$ cat config.mk
export PLATFORM = sky130hd
export DESIGN_NAME = bongo_responder
export DESIGN_NICKNAME = d
export VERILOG_FILES = /design/src/rtl/bongo_responder.sv
export SDC_FILE = /design/constraint.sdc
export NUM_CORES = 1
export LEC_CHECK = 0
export ABC_AREA = 1
export BUFFER_PORTS_ARGS = -buffer_cell sky130_fd_sc_hd__buf_4
export CAP_MARGIN = 40
export CORE_UTILIZATION = 43
export CTS_CLUSTER_SIZE = 12
export DETAILED_ROUTE_END_ITERATION = 10
export GPL_TIMING_DRIVEN = 0
export HOLD_SLACK_MARGIN = 0.03
export PLACE_DENSITY = 0.65
export SETUP_SLACK_MARGIN = 0.1
export SYNTH_ARGS = -nofsm -noshare
export SYNTH_HDL_FRONTEND = slang
export SYNTH_SLANG_ARGS = --single-unit
$ cat constraint.sdc
create_clock -name clk -period 9 [get_ports clk]
set_input_delay 0.45 -clock clk [delete_from_list [all_inputs] [get_ports clk]]
set_output_delay 0.45 -clock clk [all_outputs]
set_load 0.05 [all_outputs]
$ cat src/rtl/bongo_responder.sv
// rtl/bongo_responder.sv - bongo bus device endpoint: host frame decoder and pulse-width reply transmitter
// Answers identify frames with DEVICE_ID and poll frames with a status_word snapshot.
module bongo_responder #(
   parameter int unsigned CLKS_PER_US = 50,
   parameter logic [23:0] DEVICE_ID   = 24'h090000
) (
   input  logic        clk,
   input  logic        rst,
   input  logic        data_in,
   input  logic [63:0] status_word,
   output logic        data_oe,
   output logic        poll_seen,
   output logic        rx_error,
   output logic        busy
);

   localparam int unsigned CW = $clog2(16 * CLKS_PER_US);
   localparam logic [CW-1:0] T_SAMPLE  = CW'(2 * CLKS_PER_US - 1);
   localparam logic [CW-1:0] T_LOWMAX  = CW'(5 * CLKS_PER_US);
   localparam logic [CW-1:0] T_HIGHEND = CW'(5 * CLKS_PER_US - 2);
   localparam logic [CW-1:0] T_TURN    = CW'(2 * CLKS_PER_US - 2);
   localparam logic [CW-1:0] T_CELL    = CW'(4 * CLKS_PER_US - 1);
   localparam logic [CW-1:0] T_STOP    = CW'(2 * CLKS_PER_US - 1);
   localparam logic [CW-1:0] W_ONE     = CW'(CLKS_PER_US);
   localparam logic [CW-1:0] W_ZERO    = CW'(3 * CLKS_PER_US);

   typedef enum logic [2:0] {
      IDLE, RX_LOW, RX_HIGH, DECODE, TURNAROUND, TX_BIT, TX_STOP
   } state_t;

   state_t        state;
   logic [1:0]    sync_q;
   logic          line_d;
   logic [CW-1:0] cnt;
   logic [CW-1:0] hcnt;
   logic [24:0]   rx_sr;
   logic [6:0]    rx_bits;
   logic [6:0]    tx_left;
   logic [63:0]   tx_sr;

   logic          line;
   logic          fall;
   logic          rise;
   logic [CW-1:0] cnt_nxt;
   logic [CW-1:0] tx_low;

   assign line    = sync_q[1];
   assign fall    = line_d & ~line;
   assign rise    = ~line_d & line;
   assign cnt_nxt = cnt + 1'b1;
   assign tx_low  = tx_sr[63] ? W_ONE : W_ZERO;

   always_ff @(posedge clk or posedge rst) begin
      if (rst) begin
         state     <= IDLE;
         sync_q    <= '0;
         line_d    <= 1'b0;
         cnt       <= '0;
         hcnt      <= '0;
         rx_sr     <= '0;
         rx_bits   <= '0;
         tx_left   <= '0;
         tx_sr     <= '0;
         data_oe   <= 1'b0;
         poll_seen <= 1'b0;
         rx_error  <= 1'b0;
         busy      <= 1'b0;
      end else begin
         sync_q    <= {sync_q[0], data_in};
         line_d    <= line;
         poll_seen <= 1'b0;
         rx_error  <= 1'b0;
         case (state)
            IDLE: begin
               data_oe <= 1'b0;
               busy    <= 1'b0;
               if (fall) begin
                  state   <= RX_LOW;
                  cnt     <= '0;
                  rx_sr   <= '0;
                  rx_bits <= '0;
                  busy    <= 1'b1;
               end
            end
            RX_LOW, RX_HIGH: begin
               cnt  <= cnt_nxt;
               hcnt <= hcnt + 1'b1;
               // cnt restarts on every host falling edge, so this is the mid-cell sample
               if (cnt == T_SAMPLE) begin
                  rx_sr <= {rx_sr[23:0], line};
                  if (rx_bits != 7'd25) rx_bits <= rx_bits + 1'b1;
               end
               if (state == RX_LOW) begin
                  if (rise) begin
                     state <= RX_HIGH;
                     hcnt  <= '0;
                  end else if (cnt == T_LOWMAX) begin
                     rx_error <= 1'b1;
                     busy     <= 1'b0;
                     state    <= IDLE;
                  end
               end else begin
                  if (fall) begin
                     state <= RX_LOW;
                     cnt   <= '0;
                  end else if (hcnt == T_HIGHEND) begin
                     state <= DECODE;
                  end
               end
            end
            DECODE: begin
               cnt <= '0;
               if (rx_bits == 7'd9 && rx_sr == 25'd1) begin
                  tx_sr   <= {DEVICE_ID, 40'h0};
                  tx_left <= 7'd24;
                  state   <= TURNAROUND;
               end else if (rx_bits == 7'd25 && rx_sr[24:17] == 8'h40 && rx_sr[0]) begin
                  tx_sr     <= status_word;
                  tx_left   <= 7'd64;
                  poll_seen <= 1'b1;
                  state     <= TURNAROUND;
               end else begin
                  rx_error <= 1'b1;
                  busy     <= 1'b0;
                  state    <= IDLE;
               end
            end
            TURNAROUND: begin
               cnt <= cnt_nxt;
               if (cnt == T_TURN) begin
                  state   <= TX_BIT;
                  cnt     <= '0;
                  data_oe <= 1'b1;
               end
            end
            TX_BIT: begin
               // data_oe is registered, so each decision is for the following cycle
               if (cnt == T_CELL) begin
                  cnt     <= '0;
                  data_oe <= 1'b1;
                  if (tx_left == 7'd1) begin
                     state <= TX_STOP;
                  end else begin
                     tx_left <= tx_left - 1'b1;
                     tx_sr   <= {tx_sr[62:0], 1'b0};
                  end
               end else begin
                  cnt     <= cnt_nxt;
                  data_oe <= (cnt_nxt < tx_low);
               end
            end
            TX_STOP: begin
               cnt <= cnt_nxt;
               if (cnt == T_STOP) begin
                  data_oe <= 1'b0;
                  busy    <= 1'b0;
                  state   <= IDLE;
               end else begin
                  data_oe <= 1'b1;
               end
            end
            default: state <= IDLE;
         endcase
      end
   end

endmodule

* Yosys cells after proc, flatten, opt, wreduce, memory -nomap -nowiden
Cells that the tools add are included.
** Storage, ports and cells
- Flip-flop bits (word level) :: 133
- Logic and storage cells :: 132
** Operators by class
- Add/subtract/negate cells :: 4
- Order comparisons :: 1
- Equality and inequality tests :: 33
- Muxes and demuxes :: 60
- Bitwise gates (word level) :: 4
- Reductions and logical operators :: 17
** Operators by type and width (number)
- 2-to-1 mux 64 bit :: 4
- one-hot mux 64 bit (2 select lines) :: 1
- 2-to-1 mux 10 bit :: 7
- one-hot mux 10 bit (6 select lines) :: 1
- 2-to-1 mux 25 bit :: 2
- one-hot mux 25 bit (2 select lines) :: 1
- 2-to-1 mux 7 bit :: 7
- 2-to-1 mux 3 bit :: 12
- == test 10 x 8 -> 1 bit, second input constant :: 3
- one-hot mux 7 bit (2 select lines) :: 2
- inequality test 2 bit, second input constant :: 13
- == test 25 x 1 -> 1 bit, second input constant :: 1
- adder 10 x 1 -> 10 bit, second input constant :: 2
- == test 10 x 7 -> 1 bit, second input constant :: 2
- 2-to-1 mux 1 bit :: 18
- one-hot mux 3 bit (6 select lines) :: 1
- AND reduction 7 bit :: 2
- < comparator 10 x 8 -> 1 bit :: 1
- == test 3 bit, second input constant :: 3
- == test 8 x 7 -> 1 bit, second input constant :: 1
- 2-to-1 mux 8 bit :: 1
- inequality test 4 bit, second input constant :: 2
- one-hot mux 1 bit (4 select lines) :: 2
- AND reduction 4 bit :: 2
- other kinds (20) :: 28

* Depth between registers and ports, before layout
Gate-level depths: netlist of run 1.
- Depth after elaboration :: 6
- Mapped depth :: 14
- Depth with buffers taken out :: 13

* Worst setup path after synthesis of run 1
OpenSTA, ideal clock, no wires.
- Path type :: reg2reg
- Start :: register rx_bits[1]
- End :: register tx_sr[10]
- Library setup time :: 0.116 ns
- Data arrival time :: 1.657 ns
- Path slack :: 7.227 ns
- Cell stages (with the launch flop) :: 12
- Period minus slack after synthesis :: 1.773 ns
- Cells stage by stage :: dfrtp_1 > inv_1 > ha_1 > nand3_1 > nor3_2 > nand4_1 > nand3_1 > nand2_2 > buf_4 > buf_2 > nand2_1 > nand2_1
** Between the ends
- Longest elaborated chain between the ends :: 5
** Ends and longest elaborated chain
- from (decl) :: line 37 : logic [6:0] rx_bits;
- from (signal assigned) :: line 91 : if (rx_bits != 7'd25) rx_bits <= rx_bits + 1'b1;
- == test 7 x 5 -> 1 bit :: line 117 : end else if (rx_bits == 7'd25 && rx_sr[24:17] == 8'h40 && rx_sr[0]) begin
- logical AND 1 bit (2 in series) :: line 117
- inequality test 3 bit (no line)
- AND reduction 4 bit (no line)
- to (signal assigned) :: line 114 : tx_sr <= {DEVICE_ID, 40'h0};
- to (signal assigned) :: line 118 : tx_sr <= status_word;
- to (signal assigned) :: line 145 : tx_sr <= {tx_sr[62:0], 1'b0};
- to (decl) :: line 39 : logic [63:0] tx_sr;
Parallel ways exist; a longest one is shown, timed or not.
A chain may end at the register's enable or synchronous reset.

* Worst setup path in the final report of run 1
- Start :: register rx_bits[1]
- End :: register tx_sr[47]
The elaborated chain is that of the path after synthesis.

==> results.toml, run 1 <==
[outcome]
outcome = "complete, no violations"

[drt]
vias = 6360
drtPass1Iterations = 7
drt-total-wl_mm = 16.5
drtIter0Drc = 479
wl_per_cell_um = 12.7
drtAntennaViolNets = 0
via_per_inst = 4.88
drcViolationCount = 0

[pwr]
irDropWorstVdd_mv = 0.147
p_sw_mw = 0.799
p_leak_nw = 4.52
seqPwrFrac = 0.386
p_clk_frac = 0.337
switching_share = 0.345
p_int_mw = 1.52
p_comb_frac = 0.277
powerDensity_nw_per_um2 = 270

[global_routing]
grt_pass1_vias = 5676
grt_pass1_wl_mm = 27.3
antenna_found_initial = 0
grt_start_max_net_pins = 92
grt_usage = 0.206
gr-total-overflow = 0

[clocking]
cts_hold_buf = 0
insertion_delay_ns = 0.42
cts_setup_buffers = 0
cts.sinks = 133
cts_htree_levels = 4
cts_made_buffers = 17
cts_buffer_depth = 2
tritoncts = "done"
cts_resized = 0
clk_pin_slew_ns = 0.06
clockRootBuffer = "clkbuf_16"

[run]
maxCapViolCount = 0

[sta]
relSlewSlack = 0.634
rsz0062_at_grt = "no"
maxSlewViolCount = 0
setup_violations = 0
min_period_ns = 2.16
finClkSkew_ns = 0.00955
tns_ns = 0
max_freq_mhz = 464
period_share = 0.240
worst_pin_slew_ns = 0.550
hold_violations = 0

[floorplan]
die_h_um = 130
pin_count = 71
design.die.area_um2 = 17000
rows = 46
start_util = 0.444
fp.coreArea_um2 = 16000
die_w_um = 130

[setup_path]
end_kind = "register"
crit_path_top_delay_cell = "dfrtp_1"
crit_type = "reg -> reg"
arrival_ns = 2.46
critical_path.cell_chain = "inv_1, ha_1, nand3_1, nor3_2, nand4_1, nand3_1, nand2_2, buf_4, buf_2, nand2_1, nand2_1"
critPathMaxFanout = 10
cpPeakStageDelay_ns = 0.42
cp.required_ns = 9.31
rrSetupSlack_ns = 6.84
worstSetupStartpointType = "register"
r2r-start = "rx_bits[1]"
crit_path_start = "rx_bits[1]"

[synth]
ys_warn_count = 0
synth.avg_cell_area_um2 = 7.21
ys_ff_latch = 133
syn-num-nets = 1062
ys_seq_area_frac = 0.469
netlist_instances = 984
synth_cell_types = 32
syn_area_um2 = 7100

[final_layout]
seqCellArea_um2 = 3330
nets = 1152
final_cell_mix = "nand2_1 (430), dfrtp_1 (133), nand3_1 (108)"
diodes = 0
drive_gt1_frac = 0.136
postLayoutCellArea_um2 = 8590
multi_input_area_um2 = 3260
areaGrowthSynthToFinish_pct = 21.1
final_common_cell = "nand2_1"
fillers = 1618

[placement]
hpwl_mm = 11.3
gp_congestion = 0.898
portBuffers = 70
placed_area_um2 = 7930

[hold_path]
min_path_type = "in -> async"
-- power by group through the flow --
stage	sequential [mW]	clock, mW	combinational (mW)
after floorplan	0.895	0	0.459
after global placement	0.898	0	0.631
after detailed placement	0.900	0	0.644
after CTS	0.894	0.792	0.649
after global routing	0.918	0.819	0.731
final	0.895	0.781	0.641
-- per-layer routing --
metal	wire, µm	vias up	track usage
met4	119	0	0.0636
met1	8150	2932	0.295
met5	0	-	0
met2	7660	121	0.312
li1	-	3301	-
met3	608	6	0.0456
-- cell usage after synthesis --
cell type  number  area [µm²]
nand2_1       430        1610
dfrtp_1       133        3330
nand3_1       108         541
inv_1          66         248
o21ai_0        55         275
nor2_1         42         158
nor3_1         20         100
buf_2          14        70.1
clkbuf_1       14        52.6
a21oi_1        13        65.1
ha_1           11         138
inv_2          10        37.5
nand4_1        10        62.6
buf_1           9        33.8
buf_4           8        60.1
xor2_1          8        70.1
o31ai_1         5        37.5
o21ai_1         4        20.0
nand2_2         3        18.8
nor3_2          3        30.0
xnor2_1         3        26.3
a21oi_2         2        17.5
o21a_1          2        15.0
o21bai_1        2        15.0
or2_2           2        12.5
a211oi_1        1        7.51
a41oi_1         1        8.76
and3_1          1        6.26
buf_6           1        11.3
nand3b_1        1        7.51
nor2_2          1        6.26
nor4_1          1        6.26
-- per-stage QoR --
step                setup WS [ns]  hold WS [ns]  utilization  total power, mW  instances
finish                       6.84        0.0382        0.537             2.32       1303
global route                 6.63        0.0579        0.537             2.47       1303
CTS                          6.81        0.0430        0.537             2.33       1303
detailed placement           6.82         0.340        0.495             1.54       1271
global placement             3.32         0.334        0.493             1.53       1270
floorplan                    5.00         0.331            -             1.35        984
-- worst max-delay path: cells and delay by family (launching register included) --
family	cells	cell delay [ns]
buf+inv	3	0.48
simple gates	7	1.00
fa+ha+maj	1	0.15
flops	1	0.42
-- final timing paths --
check | to | cells past startpoint
max in group asynchronous | tx_sr[48] | 3
min in group clk | sync_q[0] | 1
min | rx_sr[13] | 2
max | tx_sr[47] | 11
min reg2reg | sync_q[1] | 0
max reg2reg | tx_sr[47] | 11
-- kinds of logic (layout without fill, tap and decap cells) --
logic type / Yosys count / in the layout / share of synthesized area
and+or+nand+nor: 622 / 622 / 0.361
DFF: 133 / 133 / 0.469
buffers and inverters: 122 / 225 / 0.0723
AOI/OAI and AO/OA: 85 / 85 / 0.0650
adders and majority gates: 11 / 11 / 0.0194
xor gates and xnor gates: 11 / 11 / 0.0136
-- registers in the layout, summed over array words and instances, names as in the netlist --
| signal | count |
|---|---|
| rx_error | 1 |
| sync_q | 2 |
| hcnt | 10 |
| data_oe | 1 |
| busy | 1 |
| rx_bits | 7 |
| rx_sr | 25 |
| state | 3 |
| poll_seen | 1 |
| line_d | 1 |
| tx_left | 7 |
| tx_sr | 64 |
| cnt | 10 |
-- layout make-up --
type	instances	area share
well taps	216	0.0314
clock buffers	20	0.0543
repair buffers	71	0.0643
clock inverters	12	0.0233
flip-flops and latches	133	0.387
plain buffers	46	0.0265
inverters	76	0.0338
multi-input cells	729	0.379
Power figures use the tool's default switching activity.
==> inputs of run 2 (changes only) <==
Settings changed: ABC_AREA 1 to 0, PLACE_DENSITY 0.65 to 0.66.
Clock period 9 ns to 2.15 ns, I/O delays scaled along.
==> results.toml, run 2 <==
[synth]
synth_compound_area_frac = 0.215
yosys-top-cells-count = "dfrtp_1 (133), nor2_1 (93), nand2_1 (76), a21oi_1 (70), a22oi_1 (62)"
synth_flop_cell = "dfrtp_1"
synth_area_leaders = "dfrtp_1 (51%), a22oi_1 (7.1%), a21oi_1 (5.3%)"
synthSimpleGateAreaFrac = 0.186
yosysMostFrequentCell = "dfrtp_1"
syn_area_um2 = 6550
ys_ff_latch = 133
netlist_instances = 704
syn-num-nets = 782
synth_cell_types = 60
synthMuxAreaShare = 0.00478
synth_top_family_by_area = "compound AO/OA/AOI/OAI gates"
ys_warn_count = 0
synth_fa_ha_area_frac = 0.0210
synth_top_area_frac = 0.508
synth_area_leader_cell = "dfrtp_1"
async_flop_share = 1.00
synth-edff-count = 0
ys_seq_area_frac = 0.508
synth.avg_cell_area_um2 = 9.30
synthXorXnorAreaFrac = 0.0214

[outcome]
outcome = "finished, violations left"
failed_checks = "DRC, setup timing"

[final_layout]
final_common_cell = "dfrtp_1"
top_register = "tx_sr"
final_cell_mix = "dfrtp_1 (131), buf_4 (92), nor2_1 (90)"
top_regs = "tx_sr x64, rx_sr x25"
drive_gt1_frac = 0.284
nets = 973
areaGrowthSynthToFinish_pct = 47.3
largest_reg_flops = 64
stdcell_count = 1091
diodes = 0

[setup_path]
critical_path.cell_chain = "inv_1, ha_1, or4b_4, nor4_4, o21bai_2, nor2_4, buf_6, buf_12, clkbuf_16, nor2_1, a21oi_1"
crit_path_top_delay_cell = "or4b_4"
crit_path_start = "rx_bits[1]"
cpPeakStageDelay_ns = 0.51
crit_cells = 11
critPathTopFamily = "simple AND/OR/NAND/NOR gates"
arrival_ns = 2.60
r2r-start = "rx_bits[1]"
cp.required_ns = 2.49
worstSetupStartpointType = "register"
worstRegToRegCells = 11
path_buf_inv = 4
critPathMaxFanout = 8
end_kind = "register"
crit_type = "reg -> reg"

[drt]
drt-total-wl_mm = 19.0
drtIter0Drc = 468
drtAntennaViolNets = 0
wl_per_cell_um = 17.4
drtPass1Iterations = 9
vias = 6250
via_per_inst = 5.73
drcViolationCount = 6

[sta]
relSlewSlack = 0.543
maxSlewViolCount = 0
period_share = 1.05
min_period_ns = 2.25
setup_ws_ns = -0.104
setup_violations = 64
hold_violations = 0
max_freq_mhz = 444
rsz0062_at_grt = "yes"
worst_pin_slew_ns = 0.685
tns_ns = -2.54
finClkSkew_ns = 0.00764

[pwr]
p_sw_mw = 2.37
switching_share = 0.294
p_int_mw = 5.70
powerDensity_nw_per_um2 = 837
irDropWorstVdd_mv = 0.600
p_leak_nw = 4.13
finalPower_mw = 8.08
p_clk_frac = 0.410
seqPwrFrac = 0.341
p_comb_frac = 0.249

[clocking]
cts.sinks = 133
clk_pin_slew_ns = 0.06
tritoncts = "done"
clockRootBuffer = "clkbuf_16"
insertion_delay_ns = 0.42
cts_htree_levels = 4
cts_made_buffers = 17
cts_buffer_depth = 2

[run]
maxCapViolCount = 0

[floorplan]
rows = 44
die_h_um = 125
start_util = 0.446
fp.coreArea_um2 = 14700
die_w_um = 125
design.die.area_um2 = 15700
pin_count = 71

[placement]
gp_congestion = 0.855
portBuffers = 70
dp.cells = 961
hpwl_mm = 11.1

[hold_path]
holdPathStages = 2
min_path_type = "in -> reg"
hold_start = "data_in"

[global_routing]
grt_pass1_vias = 6189
grt_start_max_net_pins = 39
gr-total-overflow = 0
grt_usage = 0.241
antenna_found_initial = 0
grt_pass1_wl_mm = 30.2
-- run 2: worst paths after layout --
kind | to | slack (ns)
worst max register to register | tx_sr[5] | -0.10
worst min register to register | sync_q[1] | 0.35
worst min-delay path | sync_q[0] | 0.34
max in group asynchronous | rx_sr[10] | 0.92
worst max-delay path | tx_sr[5] | -0.10
min in group asynchronous | cnt[4] | 0.35
-- run 2: cells by family after synthesis --
logic type               Yosys count
multiplexers                       3
buffers and inverters             61
XOR/XNOR                          16
AO/OA/AOI/OAI                    226
AND/OR/NAND/NOR                  254
adder cells (fa/ha/maj)           11
flip-flops                       133
-- run 2: per-stage QoR --
| stage | instance area, µm² | hold WS, ns | setup slack, ns | util |
|---|---|---|---|---|
| final | 9650 | 0.342 | -0.104 | 0.656 |
| after global routing | 9650 | 0.333 | -0.227 | 0.656 |
| after CTS | 9280 | 0.327 | -0.0374 | 0.631 |
| after detailed placement | 7390 | 0.219 | -0.295 | 0.503 |
| after global placement | 7330 | 0.219 | -0.438 | 0.499 |
| after floorplan | 6580 | 0.139 | 0.0953 | - |
-- run 2: cell type report --
type,instances,area (µm²)
fillers,1047,5050
well taps,184,230
clock buffers,18,439
clock inverters,13,229
flip-flops and latches,133,3330
inverters,13,52.6
repair buffers,175,1660
multi-input cells,510,3310
plain buffers,45,397
-- run 2: what timing repair did --
item | CTS | global route
gates resized for setup | 94 | 61
endpoints found under the hold margin | 91 | 0
pin swaps | 14 | 18
endpoints found under the setup margin | 122 | 109
setup buffers | 21 | 9
hold buffers | 66 | 0
cloned | 3 | 3
-- run 2: power by group through the flow --
stage | logic (mW) | clock network [mW] | registers [mW]
6_report | 2.01 | 3.31 | 2.76
5_1_grt | 2.16 | 3.47 | 2.77
4_1_cts | 1.78 | 3.33 | 2.75
3_5_place_dp | 1.46 | 0 | 2.80
3_3_place_gp | 1.41 | 0 | 2.79
2_1_floorplan | 0.985 | 0 | 2.82
-- run 2: worst register-to-register path, stage by stage, from the launching register on --
cell and delay (ns):
dfrtp_1 0.39, inv_1 0.06, ha_1 0.12, or4b_4 0.51
nor4_4 0.20, o21bai_2 0.14, nor2_4 0.16, buf_6 0.13
buf_12 0.14, clkbuf_16 0.15, nor2_1 0.05, a21oi_1 0.13
-- run 2: layer usage --
| layer | track usage | up-vias | wire length (µm) |
|---|---|---|---|
| met1 | 0.302 | 3123 | 8180 |
| met3 | 0.0436 | 38 | 724 |
| met2 | 0.415 | 188 | 9720 |
| met4 | 0.0940 | 0 | 411 |
| li1 | - | 2901 | - |
| met5 | 0 | - | 0 |
